==> config.mk <==
export PLATFORM = sky130hd
export DESIGN_NAME = combo_pipe
export DESIGN_NICKNAME = d
export VERILOG_FILES = /design/src/rtl/combo_pipe.sv
export SDC_FILE = /design/constraint.sdc
export NUM_CORES = 1
export LEC_CHECK = 0
export ABC_AREA = 1
export ABC_CLOCK_PERIOD_IN_PS = 4100
export BUFFER_PORTS_ARGS = -buffer_cell sky130_fd_sc_hd__buf_2
export CAP_MARGIN = 20
export CORE_MARGIN = 8
export CORE_UTILIZATION = 45
export DETAILED_ROUTE_END_ITERATION = 7
export PLACE_DENSITY = 0.72
export SLEW_MARGIN = 20
export SYNTH_ARGS = -nofsm -noshare
export SYNTH_HDL_FRONTEND = slang
export SYNTH_SLANG_ARGS = --single-unit
==> constraint.sdc <==
create_clock -name clk -period 4.1 [get_ports clk]
set_input_delay 0.615 -clock clk [delete_from_list [all_inputs] [get_ports clk]]
set_output_delay 0.615 -clock clk [all_outputs]
set_load 0.05 [all_outputs]
==> src/rtl/combo_pipe.sv <==
// Registered mux / priority-encoder / decoder / isolate-highest unit behind a
// one-deep valid/ready output register, with a saturating consumed-result counter.
module combo_pipe #(
    parameter int N     = 4,
    parameter int CNT_W = 16,
    localparam int W    = $clog2(N)
) (
    input  logic             clk,
    input  logic             rst,
    input  logic             in_valid,
    output logic             in_ready,
    input  logic [1:0]       choice,
    input  logic [W-1:0]     sel,
    input  logic [N-1:0]     mux_in,
    input  logic [N-1:0]     enc_in,
    input  logic [W-1:0]     dec_in,
    output logic             out_valid,
    input  logic             out_ready,
    output logic [1:0]       out_choice,
    output logic             mux_out,
    output logic [W-1:0]     enc_out,
    output logic             enc_valid,
    output logic [N-1:0]     dec_out,
    output logic [CNT_W-1:0] txn_count
);

    logic             out_valid_q, out_valid_d;
    logic [1:0]       out_choice_q, out_choice_d;
    logic             mux_out_q, mux_out_d;
    logic [W-1:0]     enc_out_q, enc_out_d;
    logic             enc_valid_q, enc_valid_d;
    logic [N-1:0]     dec_out_q, dec_out_d;
    logic [CNT_W-1:0] txn_q, txn_d;

    logic             accept, consume;
    logic [W-1:0]     hi_idx;
    logic             hi_found;
    logic [N-1:0]     dec_onehot, hi_onehot;
    logic             res_mux, res_enc_valid;
    logic [W-1:0]     res_enc;
    logic [N-1:0]     res_dec;

    assign in_ready = !out_valid_q || out_ready;
    assign accept   = in_valid && in_ready;
    assign consume  = out_valid_q && out_ready;

    // Ascending scan: the last set bit seen is the highest one.
    always_comb begin
        hi_idx   = '0;
        hi_found = 1'b0;
        for (int i = 0; i < N; i++) begin
            if (enc_in[i]) begin
                hi_idx   = W'(i);
                hi_found = 1'b1;
            end
        end
    end

    always_comb begin
        dec_onehot         = '0;
        dec_onehot[dec_in] = 1'b1;
        hi_onehot          = '0;
        if (hi_found) hi_onehot[hi_idx] = 1'b1;
    end

    always_comb begin
        res_mux       = 1'b0;
        res_enc       = '0;
        res_enc_valid = 1'b0;
        res_dec       = '0;
        case (choice)
            2'b00: res_mux = mux_in[sel];
            2'b01: begin
                res_enc       = hi_idx;
                res_enc_valid = hi_found;
            end
            2'b10: res_dec = dec_onehot;
            default: begin
                res_enc       = hi_idx;
                res_enc_valid = hi_found;
                res_dec       = hi_onehot;
            end
        endcase
    end

    always_comb begin
        out_valid_d  = out_valid_q;
        out_choice_d = out_choice_q;
        mux_out_d    = mux_out_q;
        enc_out_d    = enc_out_q;
        enc_valid_d  = enc_valid_q;
        dec_out_d    = dec_out_q;
        txn_d        = txn_q;
        if (accept) begin
            out_valid_d  = 1'b1;
            out_choice_d = choice;
            mux_out_d    = res_mux;
            enc_out_d    = res_enc;
            enc_valid_d  = res_enc_valid;
            dec_out_d    = res_dec;
        end else if (consume) begin
            out_valid_d = 1'b0;
        end
        if (consume && (txn_q != '1)) txn_d = txn_q + 1'b1;
    end

    always_ff @(posedge clk or posedge rst) begin
        if (rst) begin
            out_valid_q  <= 1'b0;
            out_choice_q <= 2'b00;
            mux_out_q    <= 1'b0;
            enc_out_q    <= '0;
            enc_valid_q  <= 1'b0;
            dec_out_q    <= '0;
            txn_q        <= '0;
        end else begin
            out_valid_q  <= out_valid_d;
            out_choice_q <= out_choice_d;
            mux_out_q    <= mux_out_d;
            enc_out_q    <= enc_out_d;
            enc_valid_q  <= enc_valid_d;
            dec_out_q    <= dec_out_d;
            txn_q        <= txn_d;
        end
    end

    assign out_valid  = out_valid_q;
    assign out_choice = out_choice_q;
    assign mux_out    = mux_out_q;
    assign enc_out    = enc_out_q;
    assign enc_valid  = enc_valid_q;
    assign dec_out    = dec_out_q;
    assign txn_count  = txn_q;

endmodule

==> summary.txt, run 1 <==
Status
  – Outcome: complete, no violations

STA
  – Total negative slack for setup checks: 0 ns
  – Final Max Tran Viols: 0
  – Number of endpoints failing setup at the final stage: 0
  – Setup repair after global routing missed its margin: false
  – Time the final worst path needs with I/O delays and setup: around 1.9 ns
  – Max Clock Skew: roughly 0.0067 ns
  – Final hold viol count: 0
  – Maximum clock frequency: 0.5317 GHz
  – Slew margin rel.: between 40% and 50%
  – Post-route clock period utilization: roughly 46%
  – Transition time at the pin with the least slew margin: 0.8118 ns

Yosys
  – Cell type with the largest total area after synthesis: sky130_fd_sc_hd__dfrtp_1
  – Number of distinct library cells after synthesis: 26
  – Cell types with the largest area share after synthesis: sky130_fd_sc_hd__dfrtp_1 (41%), sky130_fd_sc_hd__nand2_1 (20%), sky130_fd_sc_hd__inv_1 (6.7%)
  – Post-synthesis instance area: ~0.0016 mm^2
  – Post-Synthesis Cells: 233
  – Number of synthesized register bits: 27
  – Post-synthesis sequential area ratio: between 40% and 50%
  – Mean Syn Cell Area: around 7.0 um^2
  – Area fraction of the dominant cell type after synthesis: approximately 41%
  – Synthesized net count: roughly 250
  – Synthesis warning total: 0

Place
  – Gp weighted congestion: slightly above 0.8
  – Placed wire-length estimate: 3.077 mm
  – Input/output buffers: 45

Clock tree
  – Worst-case clock buffer depth: 2
  – Maximum level of the CTS H-tree: 1
  – CTS clock-pin slew for the worst setup and hold paths: 0.15 ns
  – Cts bufs inserted: 3
  – Number of cells upsized or downsized after cts: 0
  – Number of hold buffers added after CTS: 0
  – Post-CTS Repair Setup Buffers: 0
  – Skew-Pair Late Insertion Delay: 0.33 ns
  – TritonCTS clock tree: yes
  – Clk root buf: sky130_fd_sc_hd__clkbuf_4
  – Total clock sinks: 27

Floorplan
  – Die height: around 76 um
  – Core Area: around 0.0036 mm^2
  – Starting density of the core: approximately 46%
  – Die width: 76.24 um
  – Die Area: between 0.005 and 0.006 mm^2
  – Number of top-level design ports: 46
  – Rows: 22

Detailed routing
  – Total vias in the final route: ~1.6k
  – Via density per instance: 4.784
  – Antenna-violating nets left: 0
  – Number of design-rule violations left by the first detailed-router iteration: between 80 and 90
  – Detailed-route DRC error count: 0
  – Number of iterations in the first detailed-routing pass: 4
  – Routed wire per std cell: around 12 um
  – Post-detailed-routing wire length: approximately 3.9 mm

Setup path
  – Sequence of cells on the critical path: ha_1, inv_1, nor2_1, nand2_1, nor2_1, nor2_1, nand2_1, o21ai_2
  – Worst Setup End Kind: flip-flop
  – Number of cell instances on the worst register-to-register path: 8
  – Cell with the most instances on the worst path: sky130_fd_sc_hd__nor2_1
  – Buffers and inverters on the worst path: 1
  – Critical path's slowest cell: sky130_fd_sc_hd__nor2_1
  – Depth of the critical timing path with buffers and inverters included: 8
  – Type of the worst setup path: reg2reg
  – Critical path's largest stage delay: between 0.6 and 0.7 ns
  – Family with the most delay on the worst path: simple AND/OR/NAND/NOR gates
  – Critical Path AT: approximately 2.2 ns
  – Critical path data required time: about 4.4 ns
  – Critical path fanouts, max: 13
  – Startpoint type of the worst setup path: flip-flop

Power
  – Final Total Pwr: approximately 0.8 mW
  – Total power per unit cell area: 408.6 mW/mm^2
  – Static leakage: a little over 1 nW
  – Peak supply drop: about 0.22 mV

Finish
  – Most frequent cells in the layout: sky130_fd_sc_hd__nand2_1 (89), sky130_fd_sc_hd__buf_2 (45), sky130_fd_sc_hd__inv_1 (28)
  – Commonest non-fill, non-tap cell in the layout: sky130_fd_sc_hd__nand2_1
  – Fraction of final layout cells sized beyond drive strength 1: roughly 23%
  – Final net count: 300
  – Inserted Diodes: 0
  – Fill count: around 370
  – Layout overhead on the synthesized area: 17.93%

Job
  – Maxcap violations: 0

Global routing
  – Global-route wire length before repair: about 7 mm
  – Number of global-route vias before repair: 1607
  – Overall fraction of global-route tracks in use: 13.88%
  – Pin count of the biggest net entering global routing: 28
  – Total congestion overflow after global routing: 0
  – Initial antenna violation count: 0

Worst hold path
  – Worst hold path type: in2async
[worst register-to-register path, delay by kind of cell, from the launching register on]
| kind | cells | cell delay [ns] |
|---|---|---|
| adder cells (fa/ha/maj) | 1 | 0.31 |
| buffers and inverters | 1 | 0.08 |
| flip-flops | 1 | 0.47 |
| AO/OA/AOI/OAI | 1 | 0.09 |
| AND/OR/NAND/NOR | 5 | 0.88 |
[path summary, 6_finish.rpt]
path | slack, ns | end | startpoint
min in group clk | 0.50 | mux_out$_DFFE_PP0P_ | mux_out$_DFFE_PP0P_
worst min-delay path | 0.32 | txn_count[1]$_DFFE_PP0P_ | rst
max in group asynchronous | 3.40 | enc_out[1]$_DFFE_PP0P_ | rst
worst min register to register | 0.50 | mux_out$_DFFE_PP0P_ | mux_out$_DFFE_PP0P_
worst max-delay path | 2.22 | txn_count[3]$_DFFE_PP0P_ | txn_count[0]$_DFFE_PP0P_
worst max register to register | 2.22 | txn_count[3]$_DFFE_PP0P_ | txn_count[0]$_DFFE_PP0P_
[cell usage after synthesis, drive strengths merged]
cell type / number
o211ai: 2
nand3b: 2
nand3: 14
buf: 2
nor3: 3
nand2: 94
a31oi: 4
inv: 31
ha: 1
nor2: 30
nand4: 8
dfrtp: 27
xor2: 2
xnor2: 2
a21oi: 4
o21ai: 6
clkinv: 1
[cells by family after synthesis]
group | after synthesis | share of synthesized area [%]
AOI/OAI and AO/OA | 16 | 5.747
xor gates and xnor gates | 4 | 2.146
adders and majority gates | 1 | 0.7662
buffers and inverters | 34 | 8.735
DFF | 27 | 41.38
and+or+nand+nor | 151 | 41.23
[layout make-up]
type                    instances  area, um^2  area share [%]
clock inverters                 1       7.507          0.3899
repair buffers                 45       225.2           11.70
clock buffers                   3       22.52           1.170
flip-flops and latches         27       675.6           35.09
inverters                      32       120.1           6.238
well taps                      48       60.06           3.119
multi-input cells             172       814.5           42.30
[flip-flops by register name, summed over array words and instances, names as in the netlist]
name / flops
mux_out: 1
enc_valid: 1
enc_out: 2
out_choice: 2
dec_out: 4
txn_count: 16
out_valid: 1
[where the power goes]
part / switching (mW) / internal [mW] / leakage (nW)
Sequential: 0.0506 / 0.305 / 0.351
Clock: 0.0837 / 0.0373 / 0.0139
Combinational: 0.234 / 0.0765 / 0.671
Total: 0.368 / 0.418 / 1.04
[per-stage QoR]
| step | cells | worst slack (ns) | utilization [%] | area (um^2) | hold WS, ns |
|---|---|---|---|---|---|
| floorplan | 233 | 2.230 | - | 1633 | 0.6677 |
| global placement | 324 | 2.247 | 52.97 | 1896 | 0.4590 |
| detailed placement | 324 | 2.221 | 52.97 | 1896 | 0.4630 |
| CTS | 328 | 2.203 | 53.81 | 1926 | 0.5060 |
| global route | 328 | 1.973 | 53.81 | 1926 | 0.3578 |
| finish | 328 | 2.219 | 53.81 | 1926 | 0.3220 |
[layer usage]
| metal | GRT usage (%) | vias up | part of all wire (%) |
|---|---|---|---|
| li1 | - | 824 | - |
| met1 | 16.98 | 706 | 47 |
| met2 | 22.71 | 37 | 46 |
| met3 | 4.127 | 2 | 6.2 |
| met4 | 4.423 | 0 | 0.62 |
| met5 | 0 | - | 0 |
Power figures use the tool's default switching activity.
==> inputs of run 2 (changes only) <==
--- a/config.mk
+++ b/config.mk
@@ -6,13 +6,13 @@
 export NUM_CORES = 1
 export LEC_CHECK = 0
 export ABC_AREA = 1
-export ABC_CLOCK_PERIOD_IN_PS = 4100
+export ABC_CLOCK_PERIOD_IN_PS = 1690
 export BUFFER_PORTS_ARGS = -buffer_cell sky130_fd_sc_hd__buf_2
 export CAP_MARGIN = 20
 export CORE_MARGIN = 8
 export CORE_UTILIZATION = 45
 export DETAILED_ROUTE_END_ITERATION = 7
-export PLACE_DENSITY = 0.72
+export PLACE_DENSITY = 0.74
 export SLEW_MARGIN = 20
 export SYNTH_ARGS = -nofsm -noshare
 export SYNTH_HDL_FRONTEND = slang
==> constraint.sdc (replaced) <==
create_clock -name clk -period 1.69 [get_ports clk]
set_input_delay 0.2535 -clock clk [delete_from_list [all_inputs] [get_ports clk]]
set_output_delay 0.2535 -clock clk [all_outputs]
set_load 0.05 [all_outputs]
==> summary.txt, run 2 (synthesis gave the netlist of run 1 again) <==
STA
  – Time the final worst path needs with I/O delays and setup: 1.543 ns (-0.3378 ns)
  – Setup repair after global routing missed its margin: false
  – Final hold viol count: 0 (unchanged)
  – Number of endpoints failing setup at the final stage: 0 (unchanged)
  – Slew margin rel.: 63.22% (+18 points)
  – Maximum clock frequency: 0.6482 GHz (+22%)
  – Max Clock Skew: 0.001352 ns (-0.005360 ns)
  – Transition time at the pin with the least slew margin: 0.5511 ns (-0.2607 ns)
  – Final Max Tran Viols: 0 (unchanged)
  – Post-route clock period utilization: 91.29% (+45 points)

Finish
  – Final net count: 319 (+6.3%)
  – Inserted Diodes: 0 (unchanged)
  – Fraction of final layout cells sized beyond drive strength 1: 28.43% (+5.6 points)
  – Post-route non-filler standard cell count: 347 (+5.8%)
  – Most frequent cells in the layout: sky130_fd_sc_hd__nand2_1 (88), sky130_fd_sc_hd__buf_2 (45), sky130_fd_sc_hd__inv_1 (29)
  – Register area: 678.2 um^2 (+0.37%)
  – Layout overhead on the synthesized area: 27.13%
  – Combined area of the multi-input logic cells: 819.5 um^2 (+0.61%)
  – Core utilization of the finished layout: 58.01% (+4.2 points)
  – Number of flip-flops under the largest register name: 16 (unchanged)
  – Commonest non-fill, non-tap cell in the layout: sky130_fd_sc_hd__nand2_1
  – Fill count: 359 (-1.9%)

Power
  – Peak supply drop: 0.5259 mV (+130%)
  – Static leakage: 1.136 nW (+9.7%)
  – Total power per unit cell area: 972.2 mW/mm^2 (+140%)

Setup path
  – Type of the worst setup path: reg2reg
  – Family with the most delay on the worst path: simple AND/OR/NAND/NOR gates
  – Worst Setup End Kind: flip-flop
  – Critical Path AT: 1.81 ns (-0.34 ns)
  – Critical path's slowest cell: sky130_fd_sc_hd__dfrtp_2
  – Number of cell instances on the worst register-to-register path: 8 (unchanged)
  – Reg-to-reg slack, setup: 0.15 ns (-2.07 ns)
  – Worst flop-to-flop path startpoint: txn_count[0]$_DFFE_PP0P_
  – Critical path's largest stage delay: 0.43 ns (-0.18 ns)
  – Sequence of cells on the critical path: ha_1, inv_1, nor2_1, nand2_1, nor2_1, nor2_2, nand2_1, o21ai_2
  – Buffers and inverters on the worst path: 1 (unchanged)
  – Critical path fanouts, max: 13 (unchanged)
  – Startpoint type of the worst setup path: flip-flop
  – Depth of the critical timing path with buffers and inverters included: 8 (unchanged)
  – Critical path data required time: 1.96 ns (-2.41 ns)
  – Capture point of the worst reg-to-reg path: txn_count[3]$_DFFE_PP0P_

Clock tree
  – CTS clock-pin slew for the worst setup and hold paths: 0.15 ns (about the same)
  – Clk root buf: sky130_fd_sc_hd__clkbuf_4
  – Cts bufs inserted: 3 (unchanged)
  – Maximum level of the CTS H-tree: 1 (unchanged)
  – Worst-case clock buffer depth: 2 (unchanged)
  – Skew-Pair Late Insertion Delay: 0.33 ns (about the same)
  – Total clock sinks: 27 (unchanged)
  – Post-CTS Repair Setup Buffers: 0 (unchanged)
  – TritonCTS clock tree: yes

Floorplan
  – Die Area: 0.005812 mm^2 (unchanged)
  – Rows: 22 (unchanged)
  – Starting density of the core: 45.63% (unchanged)
  – Die width: 76.24 um (unchanged)
  – Number of top-level design ports: 46 (unchanged)
  – Die height: 76.24 um (unchanged)
  – Core Area: 0.003578 mm^2 (unchanged)

Detailed routing
  – Total vias in the final route: 1676 (+6.8%)
  – Via density per instance: 4.830 (+0.97%)
  – Antenna-violating nets left: 0 (unchanged)
  – Routed wire per std cell: 11.89 um (+0.39%)
  – Detailed-route DRC error count: 0 (unchanged)
  – Post-detailed-routing wire length: 4.127 mm (+6.2%)
  – Number of design-rule violations left by the first detailed-router iteration: 63 (-22%)
  – Number of iterations in the first detailed-routing pass: 4 (unchanged)

Place
  – Input/output buffers: 45 (unchanged)
  – Placed wire-length estimate: 3.336 mm (+8.4%)
  – Gp weighted congestion: 0.8265 (+0.85%)
  – Total instance count after detailed placement: 342 (+5.6%)

Global routing
  – Total congestion overflow after global routing: 0 (unchanged)
  – Global-route wire length before repair: 7.541 mm (+7.5%)
  – Number of global-route vias before repair: 1751 (+9.0%)
  – Pin count of the biggest net entering global routing: 28 (unchanged)
  – Overall fraction of global-route tracks in use: 15.05% (+1.2 points)
  – Initial antenna violation count: 0 (unchanged)

Worst hold path
  – Worst hold endpoint: dec_out[3]$_DFFE_PP0P_
  – Worst hold path stage count: 3
  – Launch instance of the worst min-delay path: dec_in[1]
  – Worst hold path type: in2reg

Job
  – Maxcap violations: 0 (unchanged)

Status
  – Outcome: complete, no violations
run 2: layer usage:
layer | part of all wire [%] | track usage (%) | vias to the layer above
met5 | 0 | 0 | -
met2 | 48 | 26.65 | 37
li1 | - | - | 866
met3 | 5.5 | 4.127 | 8
met1 | 45 | 17.02 | 765
met4 | 1.7 | 4.615 | 0
run 2: stage by stage:
stage                     setup TNS (ns)  power [mW]  area [um^2]  hold slack, ns  setup WS, ns
after global routing                   0       2.150         2076          0.1844       0.02423
after detailed placement         -0.5597       1.747         2036          0.3334       -0.1030
after global placement          -0.06338       1.726         2036          0.3295      -0.04045
final                                  0       2.018         2076          0.1856        0.1472
after floorplan                        0       1.442         1638          0.3061       0.01485
after CTS                              0       2.038         2076          0.1801        0.1362
run 2: layout make-up:
cell class	count	area share [%]
Timing Repair Buffer	64	17.84
Sequential cell	27	32.67
Clock buffer	3	1.085
Multi-Input combinational cell	172	39.48
Inverter	32	5.787
Tap cell	48	2.893
Clock inverter	1	0.2411
run 2: worst max path at each step:
stage | startpoint | endpoint | slack, ns
2_1_floorplan | out_valid$_DFFE_PP0P_ | enc_out[0]$_DFFE_PP0P_ | 0.01
3_3_place_gp | txn_count[0]$_DFFE_PP0P_ | txn_count[7]$_DFFE_PP0P_ | -0.04
5_1_grt | txn_count[0]$_DFFE_PP0P_ | txn_count[7]$_DFFE_PP0P_ | 0.02
6_report | txn_count[0]$_DFFE_PP0P_ | txn_count[3]$_DFFE_PP0P_ | 0.15
4_1_cts | txn_count[0]$_DFFE_PP0P_ | txn_count[3]$_DFFE_PP0P_ | 0.14
3_5_place_dp | txn_count[0]$_DFFE_PP0P_ | txn_count[3]$_DFFE_PP0P_ | -0.10
run 2: tightest hold or removal path: cells and delay by family:
| family | cells | cell delay [ns] |
|---|---|---|
| buffers and inverters | 1 | 0.11 |
| AND/OR/NAND/NOR | 1 | 0.07 |
| AO/OA/AOI/OAI | 1 | 0.06 |
run 2: report_power, final:
part | total (mW) | switching [mW] | internal [mW]
Sequential | 0.795 | 0.0519 | 0.743
Combinational | 0.933 | 0.659 | 0.274
Clock | 0.291 | 0.202 | 0.0890
Total | 2.02 | 0.912 | 1.11
run 2: timing repair:
item / in CTS / in global routing
hold endpoints to repair: 27 / 0
gates resized for setup: 1 / 0
setup endpoints to repair: 11 / 0
hold buffers: 1 / 0
==> inputs of run 3 (changes only) <==
--- a/config.mk
+++ b/config.mk
@@ -10,9 +10,9 @@
 export BUFFER_PORTS_ARGS = -buffer_cell sky130_fd_sc_hd__buf_2
 export CAP_MARGIN = 20
 export CORE_MARGIN = 8
-export CORE_UTILIZATION = 45
+export CORE_UTILIZATION = 47
 export DETAILED_ROUTE_END_ITERATION = 7
-export PLACE_DENSITY = 0.74
+export PLACE_DENSITY = 0.77
 export SLEW_MARGIN = 20
 export SYNTH_ARGS = -nofsm -noshare
 export SYNTH_HDL_FRONTEND = slang
==> summary.txt, run 3 (synthesis gave the netlist of run 1 again) <==
STA
  – Time the final worst path needs with I/O delays and setup: 1.510 ns (-0.03297 ns)
  – Post-route clock period utilization: 89.34% (-2.0 points)
  – Max Clock Skew: 0.01051 ns (+0.009161 ns)
  – Slew margin rel.: 64.15% (+0.93 points)
  – Maximum clock frequency: 0.6623 GHz (+2.2%)
  – Total negative slack for setup checks: 0 ns (unchanged)
  – Number of endpoints failing setup at the final stage: 0 (unchanged)
  – Setup repair after global routing missed its margin: false
  – Final Max Tran Viols: 0 (unchanged)
  – Transition time at the pin with the least slew margin: 0.5371 ns (-0.01395 ns)
  – Final hold viol count: 0 (unchanged)

Job
  – Maxcap violations: 0 (unchanged)

Power
  – Static leakage: 1.112 nW (-2.1%)
  – Total power per unit cell area: 975.5 mW/mm^2 (+0.34%)
  – Peak supply drop: 0.7569 mV (+44%)

Clock tree
  – Maximum level of the CTS H-tree: 1 (unchanged)
  – Worst-case clock buffer depth: 2 (unchanged)
  – TritonCTS clock tree: yes
  – Skew-Pair Late Insertion Delay: 0.33 ns (about the same)
  – Clk root buf: sky130_fd_sc_hd__clkbuf_4
  – Cts bufs inserted: 3 (unchanged)
  – CTS clock-pin slew for the worst setup and hold paths: 0.16 ns (about the same)
  – Post-CTS Repair Setup Buffers: 0 (unchanged)
  – Total clock sinks: 27 (unchanged)

Setup path
  – Critical path fanouts, max: 13 (unchanged)
  – Critical path data required time: 1.89 ns (-0.07 ns)
  – Startpoint type of the worst setup path: flip-flop
  – Number of cell instances on the worst register-to-register path: 7 (-1)
  – Worst flop-to-flop path startpoint: txn_count[0]$_DFFE_PP0P_
  – Worst Setup End Kind: flip-flop
  – Capture point of the worst reg-to-reg path: txn_count[7]$_DFFE_PP0P_
  – Type of the worst setup path: reg2reg
  – Reg-to-reg slack, setup: 0.18 ns (+0.03 ns)
  – Critical Path AT: 1.71 ns (-0.10 ns)

Floorplan
  – Rows: 21 (-4.5%)
  – Core Area: 0.003337 mm^2 (-6.7%)
  – Starting density of the core: 48.93% (+3.3 points)
  – Die width: 74.94 um (-1.7%)
  – Die height: 74.94 um (-1.7%)
  – Number of top-level design ports: 46 (unchanged)
  – Die Area: 0.005616 mm^2 (-3.4%)

Detailed routing
  – Post-detailed-routing wire length: 4.235 mm (+2.6%)
  – Number of design-rule violations left by the first detailed-router iteration: 113 (+79%)
  – Via density per instance: 4.891 (+1.3%)
  – Routed wire per std cell: 12.42 um (+4.4%)
  – Detailed-route DRC error count: 0 (unchanged)
  – Number of iterations in the first detailed-routing pass: 4 (unchanged)
  – Total vias in the final route: 1668 (-0.48%)
  – Antenna-violating nets left: 0 (unchanged)

Place
  – Placed wire-length estimate: 3.316 mm (-0.60%)
  – Placed Area: 0.002003 mm^2 (-1.6%)
  – Gp weighted congestion: 0.8471 (+2.5%)
  – Input/output buffers: 45 (unchanged)

Global routing
  – Initial antenna violation count: 0 (unchanged)
  – Overall fraction of global-route tracks in use: 15.50% (+0.45 points)
  – Number of global-route vias before repair: 1566 (-11%)
  – Global-route wire length before repair: 6.865 mm (-9.0%)
  – Pin count of the biggest net entering global routing: 28 (unchanged)
  – Total congestion overflow after global routing: 0 (unchanged)

Finish
  – Area of all placed cells without fillers: 0.002046 mm^2 (-1.4%)
  – Most frequent cells in the layout: sky130_fd_sc_hd__nand2_1 (88), sky130_fd_sc_hd__buf_2 (45), sky130_fd_sc_hd__inv_1 (29)
  – Fraction of final layout cells sized beyond drive strength 1: 27.46% (-0.97 points)
  – Final net count: 315 (-1.3%)
  – Number of flip-flops under the largest register name: 16 (unchanged)
  – Layout overhead on the synthesized area: 25.29%
  – Commonest non-fill, non-tap cell in the layout: sky130_fd_sc_hd__nand2_1
  – Inserted Diodes: 0 (unchanged)

Worst hold path
  – Worst hold endpoint: dec_out[2]$_DFFE_PP0P_
  – Worst hold path stage count: 3 (unchanged)
  – Launch instance of the worst min-delay path: dec_in[1]
  – Worst hold path type: in2reg

Status
  – Outcome: complete, no violations
## run 3: changes by cell type in the layout (fill, tap and decap cells not counted), sizes merged
cell,previous run,this run
clkinvlp,0,1
buf,63,59
clkinv,2,1
## run 3: worst max path at each step
| stage | startpoint | to | slack, ns | depth (start not counted) |
|---|---|---|---|---|
| 2_1_floorplan | out_valid$_DFFE_PP0P_ | enc_out[0]$_DFFE_PP0P_ | 0.01 | 5 |
| 3_3_place_gp | txn_count[0]$_DFFE_PP0P_ | txn_count[7]$_DFFE_PP0P_ | 0.0002 | 7 |
| 3_5_place_dp | txn_count[0]$_DFFE_PP0P_ | txn_count[7]$_DFFE_PP0P_ | -0.05 | 7 |
| 4_1_cts | txn_count[0]$_DFFE_PP0P_ | txn_count[7]$_DFFE_PP0P_ | 0.18 | 7 |
| 5_1_grt | txn_count[0]$_DFFE_PP0P_ | txn_count[13]$_DFFE_PP0P_ | 0.05 | 8 |
| 6_report | txn_count[0]$_DFFE_PP0P_ | txn_count[7]$_DFFE_PP0P_ | 0.18 | 7 |
## run 3: report_power, final
part / switching, mW / leakage [nW] / internal (mW) / total [mW]
clock: 0.197 / 0.0139 / 0.0904 / 0.287
sequential: 0.0724 / 0.349 / 0.743 / 0.815
combinational: 0.646 / 0.749 / 0.247 / 0.893
total: 0.916 / 1.11 / 1.08 / 2.00
## run 3: layout make-up
class                   instances  area [um^2]
well taps                      46        57.56
clock buffers                   3        22.52
clock inverters                 1        7.507
repair buffers                 60        340.3
flip-flops and latches         27        678.2
inverters                      32        120.1
multi-input cells             172        819.5
fillers                       332         1291
## run 3: metal layers
| layer | up-vias | share of wire, % | track usage (%) |
|---|---|---|---|
| met5 | - | 0 | 0 |
| met1 | 760 | 46 | 20.40 |
| met2 | 49 | 47 | 25.24 |
| met4 | 0 | 0.50 | 3.696 |
| li1 | 857 | - | - |
| met3 | 2 | 6.4 | 3.063 |
## run 3: timing repair
action / CTS / global route
hold buffers: 1 / 0
resized for setup: 1 / 0
endpoints found under the setup margin: 11 / 0
endpoints found under the hold margin: 27 / 0
## run 3: stage by stage
step | hold slack [ns] | setup slack (ns) | cells | util (%) | power [mW]
final | 0.1964 | 0.1801 | 341 | 61.30 | 1.996
after global routing | 0.1980 | 0.04661 | 341 | 61.30 | 2.111
after CTS | 0.1912 | 0.1807 | 341 | 61.30 | 2.008
after detailed placement | 0.3326 | -0.04736 | 336 | 60.03 | 1.720
after global placement | 0.3309 | 0.0002234 | 336 | 60.03 | 1.699
after floorplan | 0.3061 | 0.01485 | 233 | - | 1.442
## run 3: critical path, cell delays in order, from the launching register on
cell and delay (ns):
sky130_fd_sc_hd__dfrtp_2 0.43, sky130_fd_sc_hd__ha_1 0.21, sky130_fd_sc_hd__inv_1 0.05, sky130_fd_sc_hd__nor2_1 0.04
sky130_fd_sc_hd__nand2_1 0.05, sky130_fd_sc_hd__nor2_1 0.05, sky130_fd_sc_hd__nor2_2 0.42, sky130_fd_sc_hd__o21ai_0 0.15
